$ cat config.mk
export PLATFORM = sky130hd
export DESIGN_NAME = fetch_stage
export DESIGN_NICKNAME = d
export VERILOG_FILES = /design/src/rtl/fetch_stage.sv
export SDC_FILE = /design/constraint.sdc
export NUM_CORES = 1
export LEC_CHECK = 0
export BUFFER_PORTS_ARGS = -buffer_cell sky130_fd_sc_hd__buf_2
export CAP_MARGIN = 10
export CORE_MARGIN = 2
export CORE_UTILIZATION = 55
export DETAILED_ROUTE_END_ITERATION = 12
export PLACE_DENSITY = 0.9
export SYNTH_ARGS = -nofsm -noshare
export SYNTH_HDL_FRONTEND = slang
export SYNTH_SLANG_ARGS = --single-unit
$ cat constraint.sdc
create_clock -name clock -period 1.9 [get_ports clock]
set_input_delay 0.095 -clock clock [delete_from_list [all_inputs] [get_ports clock]]
set_output_delay 0.095 -clock clock [all_outputs]
set_load 0.01 [all_outputs]
$ cat src/rtl/fetch_stage.sv
// Instruction-fetch stage: owns the fetch PC, issues single-outstanding imem requests,
// buffers returns in a prefetch FIFO and feeds IR / Next_IR. Optional macro: FETCH_BYPASS_EN.
`timescale 1ns/1ps
module fetch_stage #(
  parameter int         PF_DEPTH  = 2,
  parameter logic [7:0] RESET_PC  = 8'h00,
  parameter logic [7:0] NOP_INSTR = 8'b1010_0000
) (
  input  logic       clock,
  input  logic       reset,
  input  logic       PCwrite,
  input  logic       PCSel,
  input  logic [7:0] branch_target,
  input  logic       IRload,
  input  logic       IR1_Sel,
  output logic       imem_req,
  output logic [7:0] imem_addr,
  input  logic       imem_ack,
  input  logic [7:0] imem_data,
  output logic [7:0] IR,
  output logic [7:0] IR_PC,
  output logic [7:0] Next_IR,
  output logic       fetch_stall
);

  localparam int PTR_W = (PF_DEPTH > 1) ? $clog2(PF_DEPTH) : 1;
  localparam int CNT_W = $clog2(PF_DEPTH + 1);
  localparam logic [CNT_W-1:0] DEPTH_C = CNT_W'(PF_DEPTH);

  typedef enum logic [1:0] {
    S_IDLE    = 2'd0,
    S_WAIT    = 2'd1,
    S_DISCARD = 2'd2
  } state_t;

  state_t           state_q, state_d;
  logic [7:0]       fpc_q, fpc_d;
  logic [7:0]       addr_q, addr_d;
  logic             req_q, req_d;
  logic [7:0]       ir_q, ir_d;
  logic [7:0]       ir_pc_q, ir_pc_d;
  logic             stall_q, stall_d;
  logic [7:0]       data_mem_q [PF_DEPTH];
  logic [7:0]       data_mem_d [PF_DEPTH];
  logic [7:0]       pc_mem_q   [PF_DEPTH];
  logic [7:0]       pc_mem_d   [PF_DEPTH];
  logic [PTR_W-1:0] rd_ptr_q, rd_ptr_d;
  logic [PTR_W-1:0] wr_ptr_q, wr_ptr_d;
  logic [CNT_W-1:0] count_q, count_d;

  logic redirect, empty, full, ack_ok, bypass, push, pop;

  always_comb begin
    redirect = PCwrite & ~PCSel;
    empty    = (count_q == '0);
    full     = (count_q == DEPTH_C);
    ack_ok   = (state_q == S_WAIT) & imem_ack & ~redirect;
`ifdef FETCH_BYPASS_EN
    bypass   = ack_ok & empty & IRload & ~IR1_Sel;
`else
    bypass   = 1'b0;
`endif
    push     = ack_ok & ~bypass;
    pop      = IRload & ~redirect & ~IR1_Sel & ~empty;
  end

  // Request FSM; a redirect always wins the fetch PC, and an in-flight request
  // it orphans is drained in DISCARD because the memory cannot be cancelled.
  always_comb begin
    state_d = state_q;
    fpc_d   = fpc_q;
    addr_d  = addr_q;
    case (state_q)
      S_IDLE: begin
        if (!redirect && (count_q < DEPTH_C)) begin
          state_d = S_WAIT;
          addr_d  = fpc_q;
        end
      end
      S_WAIT: begin
        if (imem_ack) begin
          state_d = S_IDLE;
          if (!redirect) fpc_d = fpc_q + 8'd1;
        end else if (redirect) begin
          state_d = S_DISCARD;
        end
      end
      S_DISCARD: begin
        if (imem_ack) state_d = S_IDLE;
      end
      default: state_d = S_IDLE;
    endcase
    if (redirect) fpc_d = branch_target;
    req_d = (state_d == S_WAIT) || (state_d == S_DISCARD);
  end

  always_comb begin
    data_mem_d = data_mem_q;
    pc_mem_d   = pc_mem_q;
    rd_ptr_d   = rd_ptr_q;
    wr_ptr_d   = wr_ptr_q;
    count_d    = count_q;
    ir_d       = ir_q;
    ir_pc_d    = ir_pc_q;
    stall_d    = 1'b0;
    if (redirect) begin
      rd_ptr_d = '0;
      wr_ptr_d = '0;
      count_d  = '0;
      if (IRload) ir_d = NOP_INSTR;
    end else begin
      if (push) begin
        data_mem_d[wr_ptr_q] = imem_data;
        pc_mem_d[wr_ptr_q]   = addr_q;
        wr_ptr_d             = wr_ptr_q + PTR_W'(1);
      end
      if (pop) rd_ptr_d = rd_ptr_q + PTR_W'(1);
      if (push && !pop)      count_d = count_q + CNT_W'(1);
      else if (pop && !push) count_d = count_q - CNT_W'(1);
      if (IRload) begin
        if (IR1_Sel) begin
          ir_d = NOP_INSTR;
        end else if (!empty) begin
          ir_d    = data_mem_q[rd_ptr_q];
          ir_pc_d = pc_mem_q[rd_ptr_q];
        end else if (bypass) begin
          ir_d    = imem_data;
          ir_pc_d = addr_q;
        end else begin
          ir_d    = NOP_INSTR;
          stall_d = 1'b1;
        end
      end
    end
  end

  always_ff @(posedge clock or negedge reset) begin
    if (!reset) begin
      state_q  <= S_IDLE;
      fpc_q    <= RESET_PC;
      addr_q   <= RESET_PC;
      req_q    <= 1'b0;
      ir_q     <= NOP_INSTR;
      ir_pc_q  <= 8'h00;
      stall_q  <= 1'b0;
      rd_ptr_q <= '0;
      wr_ptr_q <= '0;
      count_q  <= '0;
      for (int i = 0; i < PF_DEPTH; i++) begin
        data_mem_q[i] <= '0;
        pc_mem_q[i]   <= '0;
      end
    end else begin
      state_q    <= state_d;
      fpc_q      <= fpc_d;
      addr_q     <= addr_d;
      req_q      <= req_d;
      ir_q       <= ir_d;
      ir_pc_q    <= ir_pc_d;
      stall_q    <= stall_d;
      rd_ptr_q   <= rd_ptr_d;
      wr_ptr_q   <= wr_ptr_d;
      count_q    <= count_d;
      data_mem_q <= data_mem_d;
      pc_mem_q   <= pc_mem_d;
    end
  end

  always_comb begin
    if (!empty)      Next_IR = data_mem_q[rd_ptr_q];
    else if (bypass) Next_IR = imem_data;
    else             Next_IR = NOP_INSTR;
  end

  assign imem_req    = req_q;
  assign imem_addr   = addr_q;
  assign IR          = ir_q;
  assign IR_PC       = ir_pc_q;
  assign fetch_stall = stall_q;

  a_no_push_full: assert property (@(posedge clock) disable iff (!reset) !(push && full));
  a_no_pop_empty: assert property (@(posedge clock) disable iff (!reset) !(pop && empty));

endmodule

---- After elaboration in Yosys (flattened, before gate mapping) ----
Cells that the tools add are included.
W data, S select, Z words.
storage, ports and cells
  register bits after elaboration ......... 72
  bits in latches ......................... 0
  bits in writable memories ............... 0
  ROM bits ................................ 0
  output and inout port bits .............. 34
  memories ................................ 0
operators by class
  add/sub/neg operators ................... 5
  multipliers ............................. 0
  div/mod/pow operators ................... 0
  $lt $le $gt $ge ......................... 4
  eq/ne operators ......................... 4
  shift operators ......................... 0
  muxes and demuxes ....................... 34
  bitwise gates (word level) .............. 12
  reductions and logical operators ........ 19
operator list
  kind                   count
  $mux W8                15
  $bwmux W16             2
  $mux W2                7
  $add A8 B1 Y8 const B  1
  $demux W8 S1           1
  $mux W1                8
  $reduce_bool A2 Y1     4
  $and A1 B1 Y1          6
  $pmux W2 S3            1
  $reduce_and A2 Y1      3
  $eq A2 B1 Y1 const B   2
  $eq A2 B2 Y1 const B   2
  $ge A2 B2 Y1 const B   2
  $logic_and A1 B1 Y1    4
  $logic_not A2 Y1       2
  $not A1 Y1             4
  $not A1 Y2             2
  $reduce_and A4 Y1      1
  $logic_not A1 Y1       3
  $reduce_bool A3 Y1     1
  $add A1 B1 Y1 const B  2
  $add A2 B1 Y2 const B  1
  $lt A2 B1 Y1 const B   1
  $lt A2 B2 Y1 const B   1
  2 further kinds        2

---- Longest topological paths before layout ----
Gate-level depths: netlist of the first run.
  depth after elaboration ................. 10
  gate-level depth with buffers ........... 6

---- Worst setup path after synthesis of the first run ----
No wires, ideal clock.
  path kind ............................... flip-flop to flip-flop
  start ................................... register state_q[1]
  end ..................................... register data_mem_q[10] (netlist bit)
  data arrival time ....................... 1439 ps
  data required time ...................... 1775 ps
  setup slack ............................. 336 ps
  stages on the path, launching flop included .. 6
  clock period less this slack ............ 1564 ps
  cell sequence ........................... dfrtp_1 and2b_4 and4b_1 buf_6 buf_6 mux2_2
on the way
  longest elaborated chain between the ends .. 4
RTL lines
  item                         line  source
  from (decl)                  36    state_t state_q, state_d;
  from (signal assigned)       154   state_q <= state_d;
  $eq A2 B1 Y1                 57    ack_ok = (state_q == S_WAIT) & imem_ack & ~redirect;
  $and A1 B1 Y1 (2 in series)  57
  $reduce_and A2 Y1 (no line)  n/a
  to (signal assigned)         164   data_mem_q <= data_mem_d;
  to (decl)                    43    logic [7:0] data_mem_q [PF_DEPTH];
Every way passes these cells.
A chain may end at the register's enable or synchronous reset.

---- Final worst setup path of the first run ----
  start ................................... register rd_ptr_q
  end ..................................... output Next_IR[1]
on the way
  longest elaborated chain between the ends .. 5
RTL lines
  item                                         line  source
  from (decl)                                  47    logic [PTR_W-1:0] rd_ptr_q, rd_ptr_d;
  from (signal assigned)                       161   rd_ptr_q <= rd_ptr_d;
  $not A1 Y2 (not written as such)             170   if (!empty) Next_IR = data_mem_q[rd_ptr_q];
  $mux W8 (not written as such) (3 in series)  170
  $mux W8                                      170
  to (decl)                                    22    output logic [7:0] Next_IR,
Every way passes these cells. The select of a mux whose other input is x is not followed.

==> results of run 1 <==
cell type report:
| cell class | count | area [µm²] |
|---|---|---|
| Multi-Input combinational cell | 161 | 1300 |
| Sequential cell | 72 | 1800 |
| Inverter | 7 | 26.3 |
| Clock buffer | 11 | 141 |
| Clock inverter | 5 | 81.3 |
| Tap cell | 72 | 90.1 |
| Timing Repair Buffer | 77 | 495 |
| Fill cell | 395 | 1640 |
metrics by stage:
stage          instance area (µm²)  hold WS [ns]  power, mW  setup slack [ns]
3_5_place_dp                  3580         0.115       4.77             0.113
2_1_floorplan                 3220        -0.201       4.06             0.336
6_report                      3940        0.0195       6.13             0.172
4_1_cts                       3930       0.00732       6.14            0.0892
5_1_grt                       3940        0.0307       6.49             0.104
3_3_place_gp                  3580         0.113       4.63             0.200
routing by layer:
metal,vias to the layer above,share of wire
li1,1076,-
met1,1160,0.42
met2,85,0.51
met3,13,0.056
met4,0,0.017
met5,-,0
worst max path at each step:
stage	slack [ns]	to	startpoint
2_1_floorplan	0.34	data_mem_q[10]	state_q[1]
3_3_place_gp	0.20	pc_mem_q[6]	state_q[1]
3_5_place_dp	0.11	pc_mem_q[2]	state_q[1]
4_1_cts	0.09	pc_mem_q[7]	state_q[1]
5_1_grt	0.10	Next_IR[1]	rd_ptr_q
6_report	0.17	Next_IR[1]	rd_ptr_q
tightest hold or removal path, stage by stage:
cell and delay, ns:
buf_2 0.10, nor2_1 0.09, a31oi_1 0.04
state kept, by name, indices dropped and copies added, names as in the netlist:
register / count
data_mem_q: 16
rd_ptr_q: 1
state_q: 2
IR_PC: 8
IR: 8
fpc_q: 8
wr_ptr_q: 1
imem_req: 1
imem_addr: 8
pc_mem_q: 16
count_q: 2
fetch_stall: 1
cell families after synthesis:
family / count (synthesis) / share of synthesized area
AOI/OAI and AO/OA: 46 / 0.0902
xor gates and xnor gates: 4 / 0.0109
adders and majority gates: 1 / 0.00389
buffers and inverters: 23 / 0.0385
DFF: 72 / 0.560
muxes: 58 / 0.205
and+or+nand+nor: 52 / 0.0909
cell usage in the layout, fill, tap and decap left out, drive strengths merged, types with 2 or more instances in the layout:
| cell | n |
|---|---|
| a21oi | 10 |
| a31oi | 13 |
| buf | 64 |
| bufinv | 2 |
| clkbuf | 11 |
| clkinv | 2 |
| dfrtp | 70 |
| dfstp | 2 |
| dlygate4sd3 | 13 |
| inv | 7 |
| mux2 | 40 |
| mux2i | 18 |
| nand2 | 11 |
| nand2b | 2 |
| nand3 | 2 |
| nand3b | 2 |
| nand4 | 4 |
| nand4b | 2 |
| nor2 | 15 |
| nor2b | 3 |
| o21ai | 10 |
| o22a | 3 |
| o32ai | 5 |
| or3 | 4 |
| or4 | 3 |
| xor2 | 3 |
power by group through the flow:
stage	Sequential (mW)	Combinational [mW]	Clock (mW)
floorplan	2.63	1.43	0
global placement	2.65	1.99	0
detailed placement	2.69	2.08	0
CTS	2.68	2.11	1.35
global route	2.77	2.30	1.41
finish	2.69	2.10	1.33
timing repair:
item / CTS / global route
hold endpoints to repair: 38 / 0
hold buffers: 13 / 0
setup endpoints to repair: 0 / 12
resized for setup: 0 / 1
==> results.json, run 1 <==
{
  "crit_fanout": 12,
  "seq_power_share": 0.440,
  "grt_usage": 0.228,
  "drv_cap": 0,
  "cts_buffers": 9,
  "core-area_mm2": 0.00557,
  "reg2reg_slack_ns": 0.27,
  "setup_viol": 0,
  "cp_data_required_time_ns": 1.80,
  "synthTopCellsByCount": "dfrtp_1, mux2_2, mux2i_1",
  "postSynthNetCount": 280,
  "async_flop_share": 1.00,
  "grt_pass1_vias": 2313,
  "crit_slowest_cell": "dfrtp_1",
  "p_leak_nw": 1.75,
  "power_density_mw_per_mm2": 1560,
  "yosysSeqAreaShare": 0.560,
  "min_period_over_period": 0.909,
  "grt_pass1_wl_um": 11100,
  "wl_um": 6760,
  "dp.cells": 376,
  "grt_max_degree": 50,
  "synthCells": 256,
  "outcome": "finished clean",
  "die_h_um": 80.5,
  "cp-end-kind": "primary output",
  "portBuffers": 56,
  "synth-edff-count": 0,
  "avgSynthCellArea_um2": 12.6,
  "cts_max_level": 3,
  "cts_num_sinks": 72,
  "worstPathCellList": "mux2i_1 -> nor2_1 -> buf_2",
  "drive_gt1_frac": 0.375,
  "synth_ff_type": "dfrtp_1",
  "min_from": "branch_target[4]",
  "start_util": 0.578,
  "synth_top_area_frac": 0.544,
  "reg2reg_depth": 4,
  "antenna_found_initial": 0,
  "drc_errors": 0,
  "holdCritPathClass": "input pin to flip-flop",
  "ant_nets": 0,
  "use_met2": 0.382,
  "yosysTopAreaCell": "dfrtp_1",
  "cts_root_buf": "clkbuf_8",
  "synth_cell_types": 40,
  "finalMaxSlewViolations": 0,
  "power.switching_mw": 2.06,
  "slew_headroom": 0.595,
  "intPower_mw": 4.07,
  "cts_tree": "yes",
  "drt_pass1_iterations": 5,
  "diodes": 0,
  "finalCriticalPeriod_ns": 1.73,
  "cp.arrival_ns": 1.63,
  "vdd.ir_drop.worst_uv": 797,
  "grt_overflow": 0,
  "drtIter0Drc": 148,
  "comb_power_share": 0.343,
  "worstSetupStartpointType": "flip-flop",
  "worstPathBufferInverterCount": 1,
  "synth-seq-cells": 72,
  "critical_path_depth": 3,
  "yosys_warnings": 0,
  "crit_family": "flip-flops",
  "hpwl_um": 4550,
  "vias": 2334,
  "clockBufferDepth": 2,
  "dieWidth_um": 80.5,
  "rows": 27,
  "holdPathStages": 3,
  "postCtsSetupRepairBufs": 0,
  "area_growth_pct": 22.3,
  "slowest_delay_ns": 0.74,
  "place.gp.congestion": 0.833,
  "clk_pin_slew_ns": 0.07,
  "power_switching_share": 0.336,
  "tightest_slew_ns": 0.608,
  "finalHoldViolCount": 0,
  "fin_skew_ns": 0.00857,
  "clk_latency_ns": 0.34,
  "yosys-top-cells-area": "dfrtp_1, mux2_2, mux2i_1",
  "r2r-end": "data_mem_q[10]",
  "met3_usage": 0.0303,
  "rr_startpoint": "state_q[1]",
  "finalSetupTns_ns": 0,
  "stdcell_count": 405,
  "routed_via_density": 5.76,
  "finalNetCount": 352,
  "dieArea_mm2": 0.00648,
  "busiest_layer": "met2",
  "yosysMostFrequentCell": "dfrtp_1",
  "crit_type": "flip-flop to primary output",
  "wl_per_cell_um": 16.7,
  "rsz0062_at_grt": "false",
  "final_util": 0.707,
  "syn_area_mm2": 0.00322,
  "ios": 57,
  "pwr-share-clk": 0.217,
  "met1_usage": 0.294,
  "fmax_mhz": 579,
  "min_to": "fpc_q[4]"
}
No activity file was read; power rests on OpenSTA's default activity.
==> run 2, diff against run 1 <==
Settings changed: CORE_UTILIZATION 55 to 60, PLACE_DENSITY 0.9 to 0.95.
Clock period 1.9 ns to 2.2 ns, I/O delays scaled along.
==> run 2 against run 1 <==
  * First-iteration DRC count down 40%
  * Critical endpoint is now Next_IR[2]
  * Register-to-register slack better by 0.13 ns
  * Critical path type unchanged
  * Sequential power shrank 14%
  * Global-route usage up 2.2 points
==> results.json, run 2 (synthesized netlist as in run 1, its figures left out) <==
{
  "outcome": "finished clean",
  "grt_pass1_vias": 2305,
  "drc_errors": 0,
  "cts_max_level": 3,
  "finalCriticalPeriod_ns": 1.99,
  "worstPathCellList": "mux2i_1 -> nor2_1 -> buf_2",
  "min_period_over_period": 0.903,
  "place.gp.congestion": 0.802,
  "postCtsSetupRepairBufs": 0,
  "grt_usage": 0.250,
  "worstPathBufferInverterCount": 1,
  "cts_buffers": 9,
  "cp_data_required_time_ns": 2.09,
  "finalNetCount": 342,
  "cp.arrival_ns": 1.88,
  "core-area_mm2": 0.00514,
  "slowest_delay_ns": 0.98,
  "area_growth_pct": 16.8,
  "finalMaxSlewViolations": 0,
  "critical_path_depth": 3,
  "drive_gt1_frac": 0.373,
  "wl_um": 6710,
  "reg_top3": "data_mem_q x16, pc_mem_q x16",
  "power_density_mw_per_mm2": 1330,
  "place_ws_ns": 0.404,
  "rsz0062_at_grt": "false",
  "rows": 26,
  "antenna_found_initial": 0,
  "clk_pin_slew_ns": 0.07,
  "crit_fanout": 18,
  "fin_skew_ns": 0.00614,
  "start_util": 0.626,
  "hpwl_um": 4600,
  "fmax_mhz": 504,
  "tightest_slew_ns": 0.966,
  "dieWidth_um": 77.3,
  "layout.cells.most_common_list": "dfrtp_1, buf_2, mux2_2",
  "crit_slowest_cell": "dfrtp_1",
  "finalHoldViolCount": 0,
  "r2r-end": "pc_mem_q[2]",
  "p_leak_nw": 1.68,
  "holdWs_ns": 0.0210,
  "reg2reg_depth": 3,
  "clockBufferDepth": 2,
  "setup_viol": 0,
  "grt_overflow": 0,
  "holdCritPathClass": "input pin to flip-flop",
  "cp-end-kind": "primary output",
  "vias": 2275,
  "ant_nets": 0,
  "endpoint": "Next_IR[2]",
  "reg2reg_slack_ns": 0.40,
  "die_h_um": 77.3,
  "cts_root_buf": "clkbuf_8",
  "dieArea_mm2": 0.00597,
  "crit_start": "rd_ptr_q",
  "grt_max_degree": 46,
  "worstSetupStartpointType": "flip-flop",
  "diodes": 0,
  "crit_family": "flip-flops",
  "worst_slack_ns": 0.214,
  "final_common_cell": "dfrtp_1",
  "drv_cap": 0,
  "cts_tree": "yes",
  "grt_pass1_wl_um": 11300,
  "vdd.ir_drop.worst_uv": 745,
  "drt_pass1_iterations": 4,
  "cts_num_sinks": 72,
  "ios": 57,
  "slew_headroom": 0.356,
  "drtIter0Drc": 89,
  "cts_resized": 0,
  "rr_startpoint": "state_q[1]",
  "finalSetupTns_ns": 0,
  "clk_latency_ns": 0.33,
  "portBuffers": 56,
  "wl_per_cell_um": 17.1,
  "crit_type": "flip-flop to primary output",
  "routed_via_density": 5.80
}
run 2: changes by cell type in the layout (fill, tap and decap cells not counted):
cell           change
clkbuf_8           +1
dlygate4sd3_1      -9
nand4_4            -1
bufinv_16          -2
clkinvlp_4         -1
clkbuf_1           +3
nand4_2            +1
buf_12             -1
clkinv_4           -1
clkinv_2           -1
run 2: worst min path at each step:
stage	from	endpoint	slack, ns	cells past startpoint
floorplan	reset	IR[0]	-0.19	0
global placement	reset	IR[3]	0.16	1
detailed placement	reset	IR[3]	0.17	1
CTS	imem_data[5]	data_mem_q[13]	0.02	2
global route	imem_data[1]	data_mem_q[1]	0.009	2
finish	imem_data[1]	data_mem_q[9]	0.02	2
run 2: through the flow:
step           area, µm²  power, mW  utilization  cells
2_1_floorplan       3220       3.51            -    256
3_3_place_gp        3550       3.98        0.692    373
3_5_place_dp        3550       4.11        0.692    373
4_1_cts             3760       5.02        0.732    392
5_1_grt             3760       5.33        0.732    392
6_report            3760       5.00        0.732    392
run 2: what timing repair did:
item / in CTS / in global routing
hold endpoints to repair: 29 / 0
hold buffers: 4 / 0
setup endpoints to repair: 0 / 0
run 2: power breakdown:
part	switching [mW]	leakage (nW)	internal [mW]
clock network	0.438	0.0838	0.468
logic	0.834	0.737	0.936
registers	0.437	0.858	1.89
run 2: layer usage:
metal / global-route usage / wire length [µm] / vias up
met2: 0.400 / 3450 / 69
met5: 0 / 0 / -
met1: 0.334 / 2880 / 1143
met3: 0.0647 / 293 / 9
li1: - / - / 1054
met4: 0.0839 / 94 / 0
run 2: area by class of cell:
class                           instances  area (µm²)
Fill cell                             378        1380
Multi-Input combinational cell        161        1290
Inverter                                7        26.3
Clock buffer                           15         166
Sequential cell                        72        1800
Timing Repair Buffer                   67         385
Tap cell                               70        87.6
==> run 3, diff against run 2 <==
Settings changed: CELL_PAD_IN_SITES_DETAIL_PLACEMENT from default to 2, CELL_PAD_IN_SITES_GLOBAL_PLACEMENT from default to 2, CORE_UTILIZATION 60 to 40.
==> run 3 against run 2 <==
  * Maximum frequency up 2.1%
  * Non-clock buffer count rose by 1
  * Combinational power is 6% higher
  * Highest routed layer unchanged
==> results.json, run 3 (synthesized netlist as in run 1, its figures left out) <==
{
  "outcome": "finished clean",
  "reg_top3": "data_mem_q x16, pc_mem_q x16",
  "drtIter0Drc": 70,
  "crit_type": "flip-flop to flip-flop",
  "num-fill-cells": 774,
  "final_area_mm2": 0.00387,
  "tightest_slew_ns": 0.693,
  "core-area_mm2": 0.00777,
  "finalNetCount": 343,
  "dieArea_mm2": 0.00878,
  "slew_headroom": 0.537,
  "dp.cells": 404,
  "dieWidth_um": 93.7,
  "wl_per_cell_um": 21.2,
  "postCtsSetupRepairBufs": 0,
  "power_mw": 5.42,
  "finalMaxSlewViolations": 0,
  "drc_errors": 0,
  "grt_max_degree": 45,
  "cp.arrival_ns": 2.18,
  "cts_max_level": 3,
  "setup_viol": 0,
  "holdCritPathClass": "input pin to flip-flop",
  "rows": 32,
  "wl_met1_um": 3750,
  "clockBufferDepth": 2,
  "start_util": 0.414,
  "final_common_cell": "dfrtp_1",
  "grt_pass1_vias": 2718,
  "hpwl_um": 6230,
  "holdWs_ns": 0.0127,
  "cts_num_sinks": 72,
  "vias": 2334,
  "dpl_cell_area_mm2": 0.00359,
  "top_layer_used": "met4",
  "fmax_mhz": 514,
  "clk_latency_ns": 0.36,
  "portBuffers": 56,
  "cp-end-kind": "flip-flop",
  "drv_cap": 0,
  "grt_usage": 0.229,
  "wl_um": 9040,
  "routed_via_density": 5.48,
  "crit_fanout": 16,
  "place.gp.congestion": 0.810,
  "diodes": 0,
  "drive_gt1_frac": 0.383,
  "vdd.ir_drop.worst_uv": 436,
  "grt_overflow": 0,
  "finalHoldViolCount": 0,
  "finalCriticalPeriod_ns": 1.95,
  "drt_pass1_iterations": 4,
  "cts_buffers": 9,
  "rsz0062_at_grt": "false",
  "multi_input_comb_area_mm2": 0.00129,
  "area_growth_pct": 20.2,
  "wl_met3_um": 325,
  "cts_root_buf": "clkbuf_8",
  "cp_data_required_time_ns": 2.43,
  "p_leak_nw": 1.71,
  "seq_area_mm2": 0.00181,
  "stdcell_count": 426,
  "wl_met2_um": 4810,
  "layout.cells.most_common_list": "dfrtp_1, buf_2, mux2_2",
  "worstSetupStartpointType": "flip-flop",
  "antenna_found_initial": 0,
  "clk_pin_slew_ns": 0.07,
  "fin_skew_ns": 0.0128,
  "ant_nets": 0,
  "min_period_over_period": 0.884,
  "grt_pass1_wl_um": 15100,
  "ios": 57,
  "power_density_mw_per_mm2": 1400,
  "die_h_um": 93.7,
  "cts_tree": "yes",
  "finalSetupTns_ns": 0
}
-- run 3: final cells by class --
type	count	area share
clock buffers	11	0.0365
repair buffers	68	0.103
flip-flops and latches	72	0.466
clock inverters	5	0.0210
multi-input cells	161	0.334
well taps	102	0.0330
inverters	7	0.00679
-- run 3: final timing paths --
check / from / endpoint / slack, ns / depth (start not counted)
setup / recovery: state_q[1] / pc_mem_q[5] / 0.25 / 3
hold / removal: imem_data[1] / data_mem_q[9] / 0.01 / 2
setup reg to reg: state_q[1] / pc_mem_q[5] / 0.25 / 3
hold reg to reg: data_mem_q[9] / data_mem_q[9] / 0.51 / 1
max in group asynchronous: reset / imem_addr[1] / 1.16 / 3
min in group asynchronous: reset / data_mem_q[12] / 0.34 / 2
-- run 3: metal layers --
| layer | vias up | track usage |
|---|---|---|
| li1 | 1051 | - |
| met1 | 1212 | 0.281 |
| met2 | 56 | 0.405 |
| met3 | 15 | 0.0417 |
| met4 | 0 | 0.0761 |
| met5 | - | 0 |
-- run 3: per-stage QoR --
| stage | worst slack, ns | utilization |
|---|---|---|
| after floorplan | 0.636 | - |
| after global placement | 0.351 | 0.462 |
| after detailed placement | 0.190 | 0.462 |
| after CTS | 0.106 | 0.498 |
| after global routing | 0.184 | 0.498 |
| final | 0.254 | 0.498 |
-- run 3: what timing repair did --
| action | 4_1_cts | 5_1_grt |
|---|---|---|
| endpoints found under the setup margin | 0 | 1 |
| endpoints found under the hold margin | 31 | 0 |
| hold buffers | 6 | 0 |
| resized for setup | 0 | 1 |
-- run 3: worst max-delay path: stages (launching register included) --
cell	delay (ns)
dfrtp_1	0.43
and2b_4	0.31
nand4_2	0.56
mux2_2	0.52
-- run 3: power breakdown --
part | internal [mW] | switching, mW
Clock | 0.670 | 0.498
Combinational | 0.937 | 0.931
Sequential | 1.89 | 0.498
Total | 3.49 | 1.93
